## config.mk

```make
export PLATFORM = sky130hd
export DESIGN_NAME = qtable_packet_tx_flat
export DESIGN_NICKNAME = d
export VERILOG_FILES = /design/src/rtl/qtable_packet_tx_if.sv /design/src/rtl/qtable_packet_tx.sv /design/src/flat_wrapper.sv
export SDC_FILE = /design/constraint.sdc
export NUM_CORES = 1
export LEC_CHECK = 0
export CORE_ASPECT_RATIO = 1.5
export CORE_UTILIZATION = 50
export DETAILED_ROUTE_END_ITERATION = 6
export DONT_BUFFER_PORTS = 1
export PLACE_DENSITY = 0.76
export SLEW_MARGIN = 15
export SYNTH_ARGS = -nofsm -noshare
export SYNTH_HDL_FRONTEND = slang
export SYNTH_SLANG_ARGS = --single-unit
```

## constraint.sdc

```tcl
create_clock -name clk -period 6.37 [get_ports clk]
set_input_delay 1.911 -clock clk [delete_from_list [all_inputs] [get_ports clk]]
set_output_delay 1.911 -clock clk [all_outputs]
set_load 0.05 [all_outputs]
```

## src/rtl/qtable_packet_tx_if.sv

```systemverilog
// Outgoing packet word stream: 16-bit words with valid/ready handshake and a last-word marker.
interface qtable_packet_tx_if #(
  parameter int unsigned WORD_WIDTH = 16
);
  logic [WORD_WIDTH-1:0] tx_data;
  logic                  tx_valid;
  logic                  tx_ready;
  logic                  tx_last;

  modport master (output tx_data, tx_valid, tx_last, input tx_ready);
  modport slave  (input tx_data, tx_valid, tx_last, output tx_ready);
endinterface

```

## src/rtl/qtable_packet_tx.sv

```systemverilog
// Scans the neighbor table for the best next hop, then serializes a 7-word advert packet.
module qtable_packet_tx #(
  parameter int unsigned WORD_WIDTH = 16,
  parameter int unsigned IDX_WIDTH  = 6
) (
  input  logic                  clk,
  input  logic                  nrst,
  input  logic                  en,
  input  logic [WORD_WIDTH-1:0] myNodeID,
  input  logic [WORD_WIDTH-1:0] myHops,
  input  logic [WORD_WIDTH-1:0] myClusterID,
  input  logic [WORD_WIDTH-1:0] myEnergy,
  input  logic [2:0]            pktType,
  input  logic [WORD_WIDTH-1:0] neighborCount,
  output logic [IDX_WIDTH-1:0]  rd_index,
  input  logic [WORD_WIDTH-1:0] rdSourceID,
  input  logic [WORD_WIDTH-1:0] rdSourceHops,
  input  logic [WORD_WIDTH-1:0] rdQValue,
  qtable_packet_tx_if.master    tx,
  output logic                  busy,
  output logic                  done,
  output logic                  noRoute
);

  localparam int unsigned CntWidth  = IDX_WIDTH + 1;
  localparam int unsigned TableSize = 1 << IDX_WIDTH;

  typedef enum logic [1:0] {StIdle, StScan, StSend, StDone} state_e;

  state_e                state_q;
  logic [CntWidth-1:0]   n_q;
  logic                  issue_q;  // rd_index holds a live address this cycle
  logic                  cmp_q;    // read data for the previous address is present
  logic [WORD_WIDTH-1:0] node_id_q, hops_q, cluster_q, energy_q;
  logic [2:0]            pkt_type_q;
  logic [WORD_WIDTH-1:0] best_id_q, best_hops_q, best_qv_q;
  logic                  best_valid_q;
  logic [2:0]            word_q;

  logic [CntWidth-1:0]   n_start;
  logic [CntWidth-1:0]   last_idx;
  logic                  take_new;
  logic [2:0]            word_nxt;
  logic [WORD_WIDTH-1:0] pkt_word;
  logic [WORD_WIDTH-1:0] word_nxt_data;

  always_comb begin
    n_start  = (neighborCount > WORD_WIDTH'(TableSize)) ? CntWidth'(TableSize)
                                                        : neighborCount[CntWidth-1:0];
    last_idx = n_q - CntWidth'(1);
    take_new = !best_valid_q || (rdQValue > best_qv_q) ||
               ((rdQValue == best_qv_q) && (rdSourceHops < best_hops_q));
    word_nxt = word_q + 3'd1;
    pkt_word = {{(WORD_WIDTH-3){1'b0}}, pkt_type_q};
    case (word_nxt)
      3'd1:    word_nxt_data = best_id_q;
      3'd2:    word_nxt_data = node_id_q;
      3'd3:    word_nxt_data = hops_q;
      3'd4:    word_nxt_data = cluster_q;
      3'd5:    word_nxt_data = energy_q;
      3'd6:    word_nxt_data = best_qv_q;
      default: word_nxt_data = pkt_word;
    endcase
  end

  assign busy = (state_q != StIdle);

  always_ff @(posedge clk or negedge nrst) begin
    if (!nrst) begin
      state_q      <= StIdle;
      n_q          <= '0;
      issue_q      <= 1'b0;
      cmp_q        <= 1'b0;
      node_id_q    <= '0;
      hops_q       <= '0;
      cluster_q    <= '0;
      energy_q     <= '0;
      pkt_type_q   <= '0;
      best_id_q    <= '1;
      best_hops_q  <= '1;
      best_qv_q    <= '0;
      best_valid_q <= 1'b0;
      word_q       <= '0;
      rd_index     <= '0;
      tx.tx_data   <= '0;
      tx.tx_valid  <= 1'b0;
      tx.tx_last   <= 1'b0;
      done         <= 1'b0;
      noRoute      <= 1'b0;
    end else begin
      done <= 1'b0;
      unique case (state_q)
        StIdle: begin
          if (en) begin
            node_id_q    <= myNodeID;
            hops_q       <= myHops;
            cluster_q    <= myClusterID;
            energy_q     <= myEnergy;
            pkt_type_q   <= pktType;
            n_q          <= n_start;
            issue_q      <= (n_start != '0);
            cmp_q        <= 1'b0;
            rd_index     <= '0;
            best_id_q    <= '1;
            best_hops_q  <= '1;
            best_qv_q    <= '0;
            best_valid_q <= 1'b0;
            noRoute      <= 1'b0;
            state_q      <= StScan;
          end
        end
        StScan: begin
          if (cmp_q && take_new) begin
            best_id_q    <= rdSourceID;
            best_hops_q  <= rdSourceHops;
            best_qv_q    <= rdQValue;
            best_valid_q <= 1'b1;
          end
          cmp_q <= issue_q;
          if (issue_q) begin
            if ({1'b0, rd_index} == last_idx) begin
              issue_q <= 1'b0;
            end else begin
              rd_index <= rd_index + IDX_WIDTH'(1);
            end
          end else begin
            // Final compare (if any) completes this cycle; W0 needs no best-entry data.
            noRoute     <= (n_q == '0);
            tx.tx_valid <= 1'b1;
            tx.tx_data  <= pkt_word;
            tx.tx_last  <= 1'b0;
            word_q      <= '0;
            state_q     <= StSend;
          end
        end
        StSend: begin
          if (tx.tx_ready) begin
            if (word_q == 3'd6) begin
              tx.tx_valid <= 1'b0;
              tx.tx_data  <= '0;
              tx.tx_last  <= 1'b0;
              done        <= 1'b1;
              state_q     <= StDone;
            end else begin
              word_q     <= word_nxt;
              tx.tx_data <= word_nxt_data;
              tx.tx_last <= (word_nxt == 3'd6);
            end
          end
        end
        StDone: state_q <= StIdle;
        default: state_q <= StIdle;
      endcase
    end
  end

endmodule

```

## src/flat_wrapper.sv

```systemverilog
// flat-port wrapper written by rule: the top's interface ports become plain ports
module qtable_packet_tx_flat 
#(
  parameter int unsigned WORD_WIDTH = 16,
  parameter int unsigned IDX_WIDTH  = 6
)
  (clk, nrst, en, myNodeID, myHops, myClusterID, myEnergy, pktType, neighborCount, rd_index, rdSourceID, rdSourceHops, rdQValue, busy, done, noRoute, tx_tx_data, tx_tx_valid, tx_tx_last, tx_tx_ready);
  qtable_packet_tx_if #(.WORD_WIDTH(WORD_WIDTH)) tx_i ();
  input  logic clk;
  input  logic nrst;
  input  logic en;
  input  logic [WORD_WIDTH-1:0] myNodeID;
  input  logic [WORD_WIDTH-1:0] myHops;
  input  logic [WORD_WIDTH-1:0] myClusterID;
  input  logic [WORD_WIDTH-1:0] myEnergy;
  input  logic [2:0] pktType;
  input  logic [WORD_WIDTH-1:0] neighborCount;
  output logic [IDX_WIDTH-1:0] rd_index;
  input  logic [WORD_WIDTH-1:0] rdSourceID;
  input  logic [WORD_WIDTH-1:0] rdSourceHops;
  input  logic [WORD_WIDTH-1:0] rdQValue;
  output logic busy;
  output logic done;
  output logic noRoute;
  output wire logic [$bits(tx_i.tx_data)-1:0] tx_tx_data;
  output wire logic [$bits(tx_i.tx_valid)-1:0] tx_tx_valid;
  output wire logic [$bits(tx_i.tx_last)-1:0] tx_tx_last;
  input wire logic [$bits(tx_i.tx_ready)-1:0] tx_tx_ready;
  assign tx_tx_data = tx_i.tx_data;
  assign tx_tx_valid = tx_i.tx_valid;
  assign tx_tx_last = tx_i.tx_last;
  assign tx_i.tx_ready = tx_tx_ready;
  qtable_packet_tx #(.WORD_WIDTH(WORD_WIDTH), .IDX_WIDTH(IDX_WIDTH)) u_core (.clk(clk), .nrst(nrst), .en(en), .myNodeID(myNodeID), .myHops(myHops), .myClusterID(myClusterID), .myEnergy(myEnergy), .pktType(pktType), .neighborCount(neighborCount), .rd_index(rd_index), .rdSourceID(rdSourceID), .rdSourceHops(rdSourceHops), .rdQValue(rdQValue), .tx(tx_i), .busy(busy), .done(done), .noRoute(noRoute));
endmodule
```

==> summary.txt, run 1 <==
Floorplan
  – Full die area: 16,000 µm²
  – Core area: between 15,000 and 20,000 µm²
  – Rows: 55
  – Num ports: between 150 and 200
  – Starting density of the core: 0.512
  – Die H: 155 µm
  – Die Wd: 104 µm

Logic synthesis
  – Predominant post-synthesis flop cell: dfrtp_1
  – Warnings from Yosys: 0
  – Avg Inst Size Synth: about 12 µm²
  – Post-synth ARST share: 1.00
  – Complex-gate fraction of the synthesized area: 0.176
  – Number of synthesized register bits: approximately 160
  – Post-Synth XOR/XNOR Area: 0.00904
  – Post-synthesis mux area share: 0.117
  – Simple-gate share of the synthesized area: 0.0753
  – Post-Syn Instances: between 600 and 700
  – Synth unique cells: 54
  – EDFF count, synth: 0
  – Synth Area in Adders: 0.0678
  – Main combinational cell family by area after synthesis: compound AO/OA/AOI/OAI gates
  – Syn Std Cell Area: just under 8000 µm²
  – Seq/Total Area, Yosys: 0.509
  – Syn_nets: ~850

STA
  – Final worst path period share: 0.739
  – Final hold viol count: 0
  – RSZ-0062 raised after global routing: false
  – Final slew viol count: 0
  – Final min period: around 4.7 ns
  – Max-slew headroom: 0.251
  – Max frequency: 212 MHz
  – Min Hold Slack: about 0.51 ns
  – Final worst slack: between 1.5 and 2 ns
  – Clk_skew: 0.0115 ns
  – Fin Setup TNS: 0 ns
  – Final Setup Violations: 0
  – Slew @ Worst Pin: approximately 1.1 ns

Final layout
  – Commonest non-fill, non-tap cells in the layout: dfrtp_1, mux2_2, nand2_1
  – Layout cells sized above 1: 0.232
  – Syn-to-layout area delta: 9.36%
  – Util after Layout: 0.560
  – Layout Cells excl Fill: approximately 870
  – Commonest non-fill, non-tap cell in the layout: dfrtp_1
  – Nets: around 840
  – Final Cell Area: between 8000 and 9000 µm²

Power
  – Peak VDD IR: 0.000249 V
  – LEAKAGE: ~3.7 nW
  – Power per cell area: 499 nW/µm²
  – Tot Pwr: 4.23 mW

Worst setup path
  – Critical path class: input port to flip-flop
  – CP startpoint kind: input port
  – Critical path endpoint category: flip-flop
  – Worst EP required: between 6 and 7 ns
  – Crit path DAT: between 5 and 6 ns
  – FF-to-FF path depth: 10
  – Crit path max fanout: 28

Clock network
  – H-tree depth: 4
  – Clk pin slew, worst setup/hold paths: 0.07 ns
  – Buffer count from post-CTS setup fixing: 0
  – TritonCTS clock tree: built
  – Clock buffer depth: 2
  – CTS Hold Buffers Added: 0
  – Num CTS Buffers: 17
  – Later-pin clock latency in the skew report: roughly 0.42 ns
  – Root buffer cell: clkbuf_16
  – Post-CTS Resized: 0
  – CTS sink cnt: between 150 and 200

Global route
  – GR Layer Usage met1: 0.282
  – Initial antenna violation count: 1
  – Largest net degree at the start of global routing: roughly 160
  – Gr usage total: 0.250
  – First-pass GRT wire length: about 31 mm
  – Global routing's busiest layer: met2
  – GRT overflow: 0
  – Number of global-route vias before repair: just under 6,000
  – Global Route met2 Usage: 0.425
  – Met3 usage: 0.0666

Flow run
  – Max Cap Viol: 0

Worst hold path
  – Worst hold path depth: 1
  – Hold Crit Class: flip-flop to flip-flop

Detailed routing
  – DRC viols: 0
  – Avg Vias per Cell: 6.31
  – Initial drt markers: between 300 and 400
  – Vias post-DR: around 5,500
  – Post-Route WL: 19.4 mm
  – Wire per inst: between 20 and 25 µm
  – Post-route ant nets: 0
  – TritonRoute pass-1 iters: 6

Place
  – Placed inst area: about 7900 µm²
  – PortBufs: 0
  – Post-DP HPWL: around 14 mm
  – Routability cong.: roughly 0.89
  – DP Cell Count: approximately 840
  – Place WS: around 1.1 ns

Outcome
  – Status: completed
## cell families (layout without fill, tap and decap cells)
logic type                 count (synthesis)  count (layout)
AOI/OAI and AO/OA                        183             183
and+or+nand+nor                          117             117
buffers and inverters                     87              85
muxes                                     81              81
adders and majority gates                 42              42
xor gates and xnor gates                   8               8
other                                      0               1
DFF                                      156             156
## per-layer routing
| metal | up-vias | wire length (µm) |
|---|---|---|
| met5 | - | 0 |
| met4 | 0 | 997 |
| met3 | 59 | 1330 |
| met2 | 236 | 9890 |
| met1 | 2743 | 7220 |
| li1 | 2468 | - |
## where the power goes
group          switching [mW]  internal [mW]
Clock                   0.455          0.560
Combinational           0.804          0.641
Sequential              0.389           1.38
## Yosys cell counts, types with 3 or more instances
| cell | count | share of area |
|---|---|---|
| dfrtp_1 | 124 | 0.40 |
| mux2_2 | 79 | 0.11 |
| nand2_1 | 50 | 0.024 |
| inv_1 | 48 | 0.023 |
| ha_1 | 42 | 0.068 |
| o21ai_0 | 40 | 0.026 |
| dfstp_2 | 32 | 0.11 |
| o22a_1 | 31 | 0.035 |
| a21oi_1 | 27 | 0.017 |
| clkbuf_1 | 22 | 0.011 |
| a222oi_1 | 16 | 0.021 |
| a22o_1 | 16 | 0.018 |
| o2bb2ai_1 | 15 | 0.017 |
| a21boi_0 | 12 | 0.012 |
| nor2_1 | 12 | 0.0058 |
| nand4_1 | 10 | 0.0081 |
| buf_1 | 8 | 0.0039 |
| nor4_1 | 8 | 0.0065 |
| buf_2 | 6 | 0.0039 |
| nand3_1 | 6 | 0.0039 |
| nor3_1 | 6 | 0.0039 |
| xnor2_1 | 6 | 0.0068 |
| or3_1 | 5 | 0.0040 |
| a221oi_1 | 4 | 0.0045 |
| nor2b_1 | 4 | 0.0032 |
| nor3b_1 | 4 | 0.0039 |
| buf_6 | 3 | 0.0044 |
| nand2b_1 | 3 | 0.0024 |
| o211ai_1 | 3 | 0.0029 |
## critical path, cell delays in order
cell and delay (ns):
ha_1 0.30, nand4_1 0.21, or4_4 0.62, a2111oi_4 0.27, o2111ai_1 0.19, and4_4 0.25, or3_2 0.80, buf_4 0.28
o22a_1 0.21
## registers in the layout, indices dropped and copies added, names as in the netlist, 2 cells and up
signal	cells
u_core.best_hops_q	16
u_core.energy_q	16
u_core.tx.tx_data	16
u_core.pkt_type_q	3
u_core.state_q	2
u_core.n_q	7
u_core.best_qv_q	16
u_core.node_id_q	16
u_core.hops_q	16
u_core.rd_index	6
u_core.word_q	3
u_core.cluster_q	16
u_core.best_id_q	16
## final timing paths
path	start	endpoint	slack (ns)
worst max register to register	u_core.best_qv_q[11]$_DFFE_PN0P_	u_core.best_hops_q[7]$_DFFE_PN1P_	2.62
worst min register to register	u_core.node_id_q[14]$_DFFE_PN0P_	u_core.node_id_q[14]$_DFFE_PN0P_	0.51
worst min-delay path	u_core.node_id_q[14]$_DFFE_PN0P_	u_core.node_id_q[14]$_DFFE_PN0P_	0.51
worst max-delay path	rdQValue[10]	u_core.best_hops_q[7]$_DFFE_PN1P_	1.66
min in group asynchronous	nrst	u_core.node_id_q[5]$_DFFE_PN0P_	1.19
max in group asynchronous	nrst	u_core.best_id_q[15]$_DFFE_PN1P_	4.82
## layout make-up
type / count / area [µm²]
inverters: 48 / 180
fillers: 1304 / 6660
flip-flops and latches: 156 / 3940
well taps: 199 / 249
clock buffers: 17 / 425
diodes: 1 / 2.50
repair buffers: 5 / 37.5
clock inverters: 15 / 168
multi-input cells: 431 / 3470
(Power assumes the default switching activity.)
==> run 2, diff against run 1 <==
- ABC_AREA: default -> 1
- clock period: 6.37 -> 4.8 ns (I/O delays scaled with it)
==> run 2 against run 1 <==
Net effect: final area up 5.2%; setup slack better by 0.080 ns; die area up 5.5%; routed wire length up 5.2%; worst hold slack worse by 0.049 ns; final cell count up 41%; clock skew down 0.0016 ns; flip-flop and latch count unchanged; critical endpoint is now u_core.best_id_q[10]$_DFFE_PN1P_; largest cell class unchanged.
==> summary.txt, run 2 <==
Power
  – Peak VDD IR: 0.000296 V
  – LEAKAGE: about 4.5 nW
  – Power per cell area: a little over 700 nW/µm²

Clock network
  – Clk pin slew, worst setup/hold paths: 0.06 ns
  – CTS Hold Buffers Added: 0
  – Post-CTS Resized: 0
  – Num CTS Buffers: 17
  – Later-pin clock latency in the skew report: between 0.4 and 0.5 ns
  – Clock buffer depth: 2
  – Root buffer cell: clkbuf_16
  – H-tree depth: 4
  – TritonCTS clock tree: built
  – CTS sink cnt: about 160
  – Buffer count from post-CTS setup fixing: 0

Logic synthesis
  – Post-synth top area share: 0.379
  – EDFF count, synth: 0
  – Synth unique cells: 37
  – Avg Inst Size Synth: about 8 µm²
  – Warnings from Yosys: 0
  – Largest cells by area after synthesis: dfrtp_1, nand2_1, dfstp_2, ha_1, inv_1
  – Syn Std Cell Area: 8190 µm²
  – Post-Syn Instances: between 1,000 and 1,500
  – Synth top cells by count: nand2_1, dfrtp_1, inv_1
  – Post-synth ARST share: 1.00
  – Number of synthesized register bits: roughly 160
  – Seq/Total Area, Yosys: 0.482
  – Largest area contributor in the netlist: dfrtp_1
  – Most common cell in the netlist: nand2_1
  – Predominant post-synthesis flop cell: dfrtp_1
  – Syn_nets: 1,201

Place
  – Placed inst area: ~8300 µm²
  – PortBufs: 0
  – Routability cong.: 0.786
  – DP Cell Count: 1,192
  – Post-DP HPWL: 14.5 mm
  – Place WS: roughly 1.3 ns

Detailed routing
  – DRC viols: 0
  – Avg Vias per Cell: 5.33
  – TritonRoute pass-1 iters: 5
  – Vias post-DR: 6,542
  – Post-route ant nets: 0
  – Initial drt markers: roughly 420
  – Post-Route WL: a little over 20 mm
  – Wire per inst: ~17 µm

STA
  – Max-slew headroom: 0.391
  – Final worst slack: ~1.7 ns
  – Final min period: approximately 3.1 ns
  – Fin Setup TNS: 0 ns
  – Slew @ Worst Pin: roughly 0.9 ns
  – Clk_skew: between 0.009 and 0.01 ns
  – Final worst path period share: 0.637
  – RSZ-0062 raised after global routing: false
  – Final hold viol count: 0
  – Max frequency: 327 MHz
  – Final Setup Violations: 0
  – Final slew viol count: 0

Global route
  – Largest net degree at the start of global routing: between 150 and 200
  – Gr usage total: 0.254
  – Number of global-route vias before repair: 6,440
  – GRT overflow: 0
  – First-pass GRT wire length: approximately 33 mm
  – Initial antenna violation count: 2

Final layout
  – Final Cell Area: between 8000 and 9000 µm²
  – Layout fillers: roughly 1,500
  – Layout Cells excl Fill: around 1,200
  – Syn-to-layout area delta: 8.92%
  – Layout cells sized above 1: 0.112
  – Commonest non-fill, non-tap cells in the layout: nand2_1, dfrtp_1, inv_1
  – Nets: 1,185
  – Util after Layout: 0.563
  – Commonest non-fill, non-tap cell in the layout: nand2_1

Outcome
  – Status: completed

Worst setup path
  – Crit path max fanout: 32
  – Critical path class: input port to flip-flop
  – Crit path DAT: around 3.4 ns
  – Worst R2R Setup Slack: about 2.0 ns
  – CP startpoint kind: input port
  – Worst EP required: 5.16 ns
  – Critical path endpoint category: flip-flop

Worst hold path
  – Hold Crit Class: flip-flop to flip-flop

Floorplan
  – Starting density of the core: 0.517
  – Core area: roughly 16,000 µm²
  – Num ports: about 160
  – Rows: between 50 and 60
  – Die Wd: 106 µm
  – Full die area: 16,900 µm²
  – Die H: between 150 and 200 µm

Flow run
  – Max Cap Viol: 0
## run 2: cell count changes in the layout (fill, tap and decap cells not counted), moves of 12 or more
cell,change
mux2_2,-79
o22ai_1,+19
a22o_1,-16
inv_1,+68
nand2_1,+311
o22a_1,-31
nand3_1,+59
a21boi_0,-12
o21ai_0,+32
nor2_1,+18
a222oi_1,-16
or2_2,+37
o2bb2ai_1,-15
## run 2: final timing paths
path                                            startpoint                               end  cells past startpoint
max in group asynchronous                             nrst   u_core.best_id_q[1]$_DFFE_PN1P_                      0
min reg2reg                u_core.best_id_q[5]$_DFFE_PN1P_   u_core.best_id_q[5]$_DFFE_PN1P_                      2
max reg2reg                  u_core.state_q[1]$_DFFE_PN0P_    u_core.rd_index[5]$_DFFE_PN0P_                      7
max                                           rdQValue[15]  u_core.best_id_q[10]$_DFFE_PN1P_                     14
min                        u_core.best_id_q[5]$_DFFE_PN1P_   u_core.best_id_q[5]$_DFFE_PN1P_                      2
min in group asynchronous                             nrst    u_core.rd_index[0]$_DFFE_PN0P_                      0
## run 2: cells by family after synthesis
| family | count (synthesis) | share of synthesized area |
|---|---|---|
| AO/OA/AOI/OAI | 146 | 0.104 |
| XOR/XNOR | 8 | 0.0102 |
| adder cells (fa/ha/maj) | 42 | 0.0642 |
| buffers and inverters | 161 | 0.0785 |
| flip-flops | 156 | 0.482 |
| AND/OR/NAND/NOR | 511 | 0.261 |
## run 2: through the flow
| stage | hold WS, ns | total power [mW] |
|---|---|---|
| 4_1_cts | 0.463 | 6.34 |
| 2_1_floorplan | 0.442 | 4.34 |
| 3_5_place_dp | 0.454 | 4.97 |
| 5_1_grt | 0.476 | 6.82 |
| 3_3_place_gp | 0.447 | 4.88 |
| 6_report | 0.460 | 6.31 |
## run 2: report_power, final
part           switching (mW)  total, mW  internal [mW]
Clock                   0.562       1.36          0.798
Sequential              0.498       2.50           2.00
Combinational            1.64       2.46          0.820
## run 2: cell type report
cell class,instances,area [µm²],area share
Sequential cell,156,3940,0.442
Tap cell,203,254,0.0285
Clock inverter,12,138,0.0154
Timing Repair Buffer,8,60.1,0.00673
Multi-Input combinational cell,707,3610,0.405
Inverter,118,444,0.0498
Clock buffer,20,457,0.0512
Antenna cell,4,10.0,0.00112
## run 2: layer usage
metal | vias to the layer above | global-route usage | part of all wire
met5 | - | 0 | 0
met4 | 0 | 0.0847 | 0.019
met3 | 24 | 0.0706 | 0.065
met2 | 159 | 0.417 | 0.49
met1 | 3112 | 0.321 | 0.43
li1 | 3247 | - | -
## run 2: worst max-delay path, cell delays in order
cell and delay (ns):
ha_1 0.27, nand2_1 0.06, nor2_1 0.14, and2_1 0.18, nand3_1 0.09, nor2_1 0.11, nand2_1 0.07, nand3_2 0.07
nand2_2 0.06, nand2_4 0.06, nand2_2 0.36, buf_4 0.35, nand2_1 0.07, nand2_1 0.05
